`config.mk`:
```
export PLATFORM = sky130hd
export DESIGN_NAME = alarm_scheduler
export DESIGN_NICKNAME = d
export VERILOG_FILES = /design/src/rtl/alarm_scheduler.sv
export SDC_FILE = /design/constraint.sdc
export NUM_CORES = 1
export LEC_CHECK = 0
export ABC_AREA = 1
export CAP_MARGIN = 10
export CORE_UTILIZATION = 45
export CTS_BUF_LIST = sky130_fd_sc_hd__clkbuf_8
export CTS_CLUSTER_SIZE = 40
export DETAILED_ROUTE_END_ITERATION = 7
export PLACE_DENSITY = 0.7
export SLEW_MARGIN = 15
export SYNTH_ARGS = -nofsm -noshare
export SYNTH_HDL_FRONTEND = slang
export SYNTH_SLANG_ARGS = --single-unit
```
`constraint.sdc`:
```
create_clock -name clk -period 3.2 [get_ports clk]
set_clock_uncertainty 0.1 [all_clocks]
set_input_delay 0.48 -clock clk [delete_from_list [all_inputs] [get_ports clk]]
set_output_delay 0.48 -clock clk [all_outputs]
set_load 0.02 [all_outputs]
```
`src/rtl/alarm_scheduler.sv`:
```
// alarm_scheduler: N_CH countdown alarms sharing one W-bit decrementer.
// A prescaler produces a tick every TICK_DIV cycles; the following N_CH
// cycles form a sweep that services channel k in sweep cycle k. Commands
// are accepted only outside the sweep, so they never race the decrementer.
//
// Per-channel state table:
//   state    | meaning
//   ST_SET   | loaded or cleared, not counting
//   ST_RUN   | counting down once per tick (count >= 1)
//   ST_PAUSE | counting suspended, count held
//   ST_BEEP  | count reached 0, alarm flag raised, waiting for ack
//
// Sweep controller table:
//   state    | meaning
//   SW_IDLE  | waiting for tick, command port open
//   SW_BUSY  | servicing channel idx_q, command port closed
module alarm_scheduler #(
  parameter  int N_CH     = 4,
  parameter  int W        = 9,
  parameter  int TICK_DIV = 8,
  localparam int CHW      = (N_CH > 1) ? $clog2(N_CH) : 1,
  localparam int PW       = (TICK_DIV > 1) ? $clog2(TICK_DIV) : 1
) (
  input  logic            clk,
  input  logic            reset,
  input  logic            cmd_valid,
  output logic            cmd_ready,
  input  logic [1:0]      cmd_op,
  input  logic [CHW-1:0]  cmd_ch,
  input  logic [W-1:0]    cmd_value,
  input  logic [N_CH-1:0] ack,
  output logic [N_CH-1:0] alarm,
  output logic            beep,
  input  logic [CHW-1:0]  rd_ch,
  output logic [W-1:0]    rd_time,
  output logic [1:0]      rd_state
);

  typedef enum logic [1:0] {
    ST_SET   = 2'd0,
    ST_RUN   = 2'd1,
    ST_PAUSE = 2'd2,
    ST_BEEP  = 2'd3
  } ch_state_e;

  typedef enum logic {
    SW_IDLE = 1'b0,
    SW_BUSY = 1'b1
  } sweep_state_e;

  localparam logic [1:0] OP_LOAD  = 2'd0;
  localparam logic [1:0] OP_START = 2'd1;
  localparam logic [1:0] OP_PAUSE = 2'd2;
  localparam logic [1:0] OP_CLEAR = 2'd3;

  logic [PW-1:0]   presc_q, presc_d;
  logic            tick;
  sweep_state_e    sweep_q, sweep_d;
  logic [CHW-1:0]  idx_q, idx_d;

  logic [W-1:0]    count_q [N_CH];
  logic [W-1:0]    count_d [N_CH];
  ch_state_e       state_q [N_CH];
  ch_state_e       state_d [N_CH];
  logic [N_CH-1:0] alarm_q, alarm_d;

  logic            beep_q, beep_d;
  logic [W-1:0]    rd_time_q, rd_time_d;
  ch_state_e       rd_state_q, rd_state_d;

  logic [W-1:0]    sel_count;
  logic [W-1:0]    dec;
  logic            cmd_fire;

  assign cmd_ready = (sweep_q == SW_IDLE);
  assign cmd_fire  = cmd_valid && cmd_ready;
  assign alarm     = alarm_q;
  assign beep      = beep_q;
  assign rd_time   = rd_time_q;
  assign rd_state  = rd_state_q;

  // Prescaler wrap and tick detection.
  always_comb begin
    tick    = (presc_q == PW'(TICK_DIV - 1));
    presc_d = tick ? '0 : presc_q + PW'(1);
  end

  // Sweep controller: one channel per cycle for N_CH cycles after a tick.
  always_comb begin
    sweep_d = sweep_q;
    idx_d   = idx_q;
    case (sweep_q)
      SW_IDLE: begin
        if (tick) begin
          sweep_d = SW_BUSY;
          idx_d   = '0;
        end
      end
      SW_BUSY: begin
        if (idx_q == CHW'(N_CH - 1)) begin
          sweep_d = SW_IDLE;
          idx_d   = '0;
        end else begin
          idx_d = idx_q + CHW'(1);
        end
      end
      default: begin
        sweep_d = SW_IDLE;
        idx_d   = '0;
      end
    endcase
  end

  // Shared decrementer: select the serviced channel's count and subtract one.
  always_comb begin
    sel_count = '0;
    for (int i = 0; i < N_CH; i++) begin
      if (idx_q == CHW'(i)) begin
        sel_count = count_q[i];
      end
    end
    dec = sel_count - W'(1);
  end

  // Channel next state. Later assignments take priority: ack is applied
  // first, so sweep expiry, START-to-BEEP and LOAD/CLEAR override it.
  always_comb begin
    count_d = count_q;
    state_d = state_q;
    alarm_d = alarm_q;

    for (int i = 0; i < N_CH; i++) begin
      if (ack[i]) begin
        alarm_d[i] = 1'b0;
        if (state_q[i] == ST_BEEP) begin
          state_d[i] = ST_SET;
        end
      end
    end

    if (sweep_q == SW_BUSY) begin
      for (int i = 0; i < N_CH; i++) begin
        if ((idx_q == CHW'(i)) && (state_q[i] == ST_RUN)) begin
          count_d[i] = dec;
          if (dec == '0) begin
            state_d[i] = ST_BEEP;
            alarm_d[i] = 1'b1;
          end
        end
      end
    end

    // Out-of-range channel numbers match no index and are dropped.
    if (cmd_fire) begin
      for (int i = 0; i < N_CH; i++) begin
        if (cmd_ch == CHW'(i)) begin
          case (cmd_op)
            OP_LOAD: begin
              count_d[i] = cmd_value;
              state_d[i] = ST_SET;
              alarm_d[i] = 1'b0;
            end
            OP_START: begin
              if ((state_q[i] == ST_SET) || (state_q[i] == ST_PAUSE)) begin
                if (count_q[i] != '0) begin
                  state_d[i] = ST_RUN;
                end else begin
                  state_d[i] = ST_BEEP;
                  alarm_d[i] = 1'b1;
                end
              end
            end
            OP_PAUSE: begin
              if (state_q[i] == ST_RUN) begin
                state_d[i] = ST_PAUSE;
              end
            end
            OP_CLEAR: begin
              count_d[i] = '0;
              state_d[i] = ST_SET;
              alarm_d[i] = 1'b0;
            end
            default: ;
          endcase
        end
      end
    end
  end

  // Readback mux and buzzer, registered one cycle behind channel state.
  always_comb begin
    rd_time_d  = '0;
    rd_state_d = ST_SET;
    for (int i = 0; i < N_CH; i++) begin
      if (rd_ch == CHW'(i)) begin
        rd_time_d  = count_q[i];
        rd_state_d = state_q[i];
      end
    end
    beep_d = |alarm_q;
  end

  // Control registers: prescaler and sweep controller.
  always_ff @(posedge clk or posedge reset) begin
    if (reset) begin
      presc_q <= '0;
      sweep_q <= SW_IDLE;
      idx_q   <= '0;
    end else begin
      presc_q <= presc_d;
      sweep_q <= sweep_d;
      idx_q   <= idx_d;
    end
  end

  // Channel registers.
  always_ff @(posedge clk or posedge reset) begin
    if (reset) begin
      for (int i = 0; i < N_CH; i++) begin
        count_q[i] <= '0;
        state_q[i] <= ST_SET;
      end
      alarm_q <= '0;
    end else begin
      for (int i = 0; i < N_CH; i++) begin
        count_q[i] <= count_d[i];
        state_q[i] <= state_d[i];
      end
      alarm_q <= alarm_d;
    end
  end

  // Output registers.
  always_ff @(posedge clk or posedge reset) begin
    if (reset) begin
      beep_q     <= 1'b0;
      rd_time_q  <= '0;
      rd_state_q <= ST_SET;
    end else begin
      beep_q     <= beep_d;
      rd_time_q  <= rd_time_d;
      rd_state_q <= rd_state_d;
    end
  end

endmodule
```
* Word level (Yosys, flattened, before mapping)
Cells that the tools add are included.
** Word-level totals
- Register bits :: 66
- Input bits :: 22
- Output and inout bits :: 17
** Cells by class
- $add $sub $neg :: 3
- Equality and inequality tests :: 26
- Mux-type cells :: 101
- Bitwise gates (word level) :: 1
- Reductions and logical operators :: 24
** Operators by type and width (number)
- 2-to-1 mux 9 bit :: 16
- 2-to-1 mux 2 bit :: 38
- 2-to-1 mux 36 bit :: 2
- one-hot mux 9 bit (2 select lines) :: 4
- nonzero test 9 bit :: 4
- == test 2 bit (second input constant) :: 16
- 2-to-1 mux 1 bit :: 26
- one-hot mux 2 bit (3 select lines) :: 4
- == test 2 x 1 -> 1 bit (second input constant) :: 8
- logical NOT 2 bit :: 8
- 2-to-1 mux 8 bit :: 2
- one-hot mux 1 bit (2 select lines) :: 5
- logical NOT 9 bit :: 1
- subtractor 9 x 1 -> 9 bit (second input constant) :: 1
- 2-to-1 mux 4 bit :: 2
- logical AND 1 bit :: 5
- logical OR 1 bit :: 4
- one-hot mux 2 bit (2 select lines) :: 1
- OR reduction 4 bit :: 1
- adder 3 x 1 -> 3 bit (second input constant) :: 1
- == test 3 bit (second input constant) :: 1
- 2-to-1 mux 3 bit :: 1
- adder 2 x 1 -> 2 bit (second input constant) :: 1
- != test 2 x 1 -> 1 bit (second input constant) :: 1
- other kinds (2) :: 2

* Depth between registers and ports, before layout
- Depth in word-level cells :: 15
- Mapped depth :: 23

* Least setup slack after synthesis
No wires, ideal clock.
- Path kind :: register -> register
- Start point :: register idx_q[0]
- End point :: register state_q[3] (netlist name)
- Library setup time :: 0.132 ns
- Arrival :: 2.358 ns
- Required time :: 2.968 ns
- Setup slack :: 0.610 ns
- Cell stages (with the launch flop) :: 17
- Cells stage by stage :: dfrtp_1 > inv_1 > ha_1 > buf_2 > a21oi_1 > nand2_2 > a21boi_4 > ha_1 > nand3_1 > o21a_1 > nor2_4 > nor2_2 > and2_4 > nand2_1 > nand2_1 > o21ai_1 > o211ai_1
** RTL lines
- start: declaration :: RTL line 59 : logic [CHW-1:0] idx_q, idx_d;
- start signal: assignment :: RTL line 212 : idx_q <= idx_d;
- end signal: indexed assignment :: RTL line 227 : state_q[i] <= state_d[i];
- end: declaration :: RTL line 63 : ch_state_e state_q [N_CH];

==> summary.txt <==
Logic synthesis
  – Synthesized flop and latch total: 66
  – Post-synth design cell area: 4040 µm²
  – Number of distinct library cells after synthesis: 41
  – Yosys top cell area share: 40.9%
  – Synth top area cells: dfrtp_1 41%, nand2_1 10%, nor2_1 7.3%
  – Largest area contributor in the netlist: dfrtp_1
  – Yosys warns: 0
  – Sequential share of the synthesized area: 40.9%
  – Syn nets: 583
  – Mapped Cells: 550
  – Synthesized area per cell: 7.35 µm²

Cells and area
  – Layout area overhead: 19.3%
  – NumNets Final: 625
  – Filler Cell Count: 843
  – ANT cells: 0
  – Most common cell after layout, fill and taps aside: nand2_1
  – Share of cells above drive strength 1: 9.38%
  – Final non-filler cell total: 705
  – Most frequent cells in the layout: 110 x nand2_1, 79 x nor2_1, 66 x dfrtp_1

Timing
  – RSZ-0062 raised after global routing: no
  – Slew margin rel.: 52.1%
  – Final worst-path cycle share: 91.0%
  – Fin crit period: 2.91 ns
  – Setup TNS: 0 ns
  – Fmax achieved: 343 MHz
  – Final Hold Vio Count: 0
  – Final setup viols: 0
  – Count of final max-slew check failures: 0
  – Worst-margin pin slew: 0.716 ns

Power and ir drop
  – Cell area power density: 793 nW/µm²
  – Peak VDD IR: 0.000330 V
  – Clock network power share: 21.6%
  – Leak pwr: 2.24 nW
  – Internal: 2.13 mW
  – Switching Fraction: 44.3%
  – Comb pwr share: 39.7%
  – Psw: 1.69 mW
  – Seq pwr share: 38.6%
  – Total power: 3.82 mW

Placement
  – Dpl cells: 689
  – Hpwl dp: 11.1 mm
  – IO Port Bufs: 38
  – GP Congestion: 1.01

Critical path
  – Crit-path max FO: 11
  – CP required: 3.33 ns
  – Crit-path most repeated cell: nand2_1
  – WS Path Type: flip-flop to flip-flop
  – Critical Path Start Type: flip-flop
  – CP Cell Sequence: inv_2, ha_4, inv_2, buf_4, nand3_1, nand2_1, nand2_1, ha_1, nand2_1, nor2_1, nand2_1, nand2_2, nor2_1, nand2_1, nor2_2, and2_4, nand2_1, nand2_1, o21ai_1, o211ai_1
  – Slowest CP cell: dfrtp_1
  – Worst Path Arrival: 3.04 ns
  – CP max stage delay: 0.44 ns
  – Crit end category: flip-flop

Floorplanning
  – Core Box Area: 8720 µm²
  – Die area: 9360 µm²
  – Cell Rows: 34
  – I/O pin count: 39
  – Chip width: 96.8 µm
  – Height of the die: 96.8 µm
  – Initial Util: 46.3%

GRT
  – Vias in the first global route: 4,154
  – Initial antenna violation count: 0
  – First-pass GRT wire length: 23.8 mm
  – Total global-route track usage: 33.4%
  – Largest net degree at the start of global routing: 36
  – Final global-route overflow total: 0

Route
  – WL/cell: 21.2 µm
  – First drt pass iteration count: 5
  – ANT nets after route: 0
  – # DRC: 0
  – Detailed Route WL: 14.9 mm
  – Vias: 4,189
  – Drt first-iter violations: 370
  – Via/cell ratio: 5.94

CTS
  – H-tree depth: 3
  – Root Buffer: clkbuf_8
  – Skew-Pair Late Insertion Delay: 0.35 ns
  – Hold_buf cts: 0
  – TritonCTS Buffers: 9
  – Worst-path clk slew: 0.07 ns
  – TritonCTS clock tree: yes
  – Longest Clk Path Bufs: 2
  – # clock sinks: 66

Worst hold path
  – Worst hold-check path type: flip-flop to flip-flop

Run status
  – Status: finished clean

Job
  – Max-Cap Viols: 0
==> logic make-up (layout without fill, tap and decap cells) <==
kind of cell | count (synthesis) | after routing | synth area share, %
DFF | 66 | 66 | 40.9
adders and majority gates | 11 | 11 | 3.41
xor gates and xnor gates | 1 | 1 | 0.217
and+or+nand+nor | 245 | 245 | 26.4
AOI/OAI and AO/OA | 141 | 141 | 20.4
buffers and inverters | 86 | 133 | 8.64
==> registers in the layout, summed over array words and instances, names as in the netlist <==
signal,count
state_q,8
beep,1
sweep_q,1
alarm,4
presc_q,3
rd_state,2
rd_time,9
idx_q,2
count_q,36
==> power groups by stage <==
stage          Clock, mW  Combinational (mW)  Sequential [mW]
2_1_floorplan          0               0.937             1.33
3_3_place_gp           0                1.47             1.47
3_5_place_dp           0                1.48             1.46
4_1_cts            0.833                1.49             1.45
5_1_grt            0.866                1.68             1.48
6_report           0.826                1.52             1.48
==> critical path, delay by kind of cell, from the launching register on <==
family                     cells  cell delay, ns
DFF                            1            0.44
and+or+nand+nor               13            1.24
AOI/OAI and AO/OA              2            0.20
adders and majority gates      2            0.46
buffers and inverters          3            0.36
==> what timing repair did <==
| action | in CTS | in global routing |
|---|---|---|
| buffers inserted | 0 | 0 |
| resized for setup | 0 | 7 |
| endpoints found under the setup margin | 0 | 7 |
==> cell usage after synthesis, drive strengths merged <==
| master | instances |
|---|---|
| a21boi | 2 |
| a21oi | 24 |
| a221oi | 2 |
| a22oi | 2 |
| a31oi | 2 |
| a32oi | 1 |
| and2 | 2 |
| buf | 7 |
| clkbuf | 9 |
| clkinv | 2 |
| dfrtp | 66 |
| ha | 11 |
| inv | 68 |
| nand2 | 119 |
| nand3 | 23 |
| nand4 | 6 |
| nor2 | 84 |
| nor3 | 6 |
| nor4 | 5 |
| o2111ai | 2 |
| o211ai | 2 |
| o21a | 1 |
| o21ai | 59 |
| o22ai | 43 |
| o32a | 1 |
| xnor2 | 1 |
==> path summary, 6_finish.rpt <==
| kind | start | endpoint | slack, ns | depth (start not counted) |
|---|---|---|---|---|
| hold / removal | presc_q[0]$_DFF_PP0_ | presc_q[0]$_DFF_PP0_ | 0.33 | 1 |
| setup / recovery | idx_q[0]$_DFFE_PP0P_ | state_q[3]$_DFF_PP0_ | 0.29 | 20 |
| setup reg to reg | idx_q[0]$_DFFE_PP0P_ | state_q[3]$_DFF_PP0_ | 0.29 | 20 |
| hold reg to reg | presc_q[0]$_DFF_PP0_ | presc_q[0]$_DFF_PP0_ | 0.33 | 1 |
| max in group asynchronous | reset | rd_time[4]$_DFF_PP0_ | 1.92 | 3 |
| min in group asynchronous | reset | count_q[24]$_DFF_PP0_ | 0.45 | 2 |
==> per-stage QoR <==
step | cell area (µm²) | util (%) | hold WS (ns) | worst slack (ns)
3_3_place_gp | 4550 | 52.2 | 0.316 | 0.349
5_1_grt | 4820 | 55.3 | 0.353 | 0.0444
2_1_floorplan | 4040 | - | 0.303 | 0.610
6_report | 4820 | 55.3 | 0.330 | 0.288
4_1_cts | 4780 | 54.8 | 0.337 | 0.183
3_5_place_dp | 4550 | 52.2 | 0.325 | 0.200
==> cell type report <==
class,instances,area (µm²),area share [%]
Clock buffer,11,151,3.14
Clock inverter,5,77.6,1.61
Inverter,70,265,5.50
Multi-Input combinational cell,398,2080,43.1
Sequential cell,66,1650,34.3
Tap cell,108,135,2.80
Timing Repair Buffer,47,460,9.55
==> per-layer routing <==
metal,part of all wire (%),up-vias,GRT usage (%)
met3,8.1,62,6.07
met1,40,1957,42.8
met5,0,-,0
met2,48,242,55.5
met4,3.7,0,14.1
li1,-,1928,-
Power figures use the tool's default switching activity.
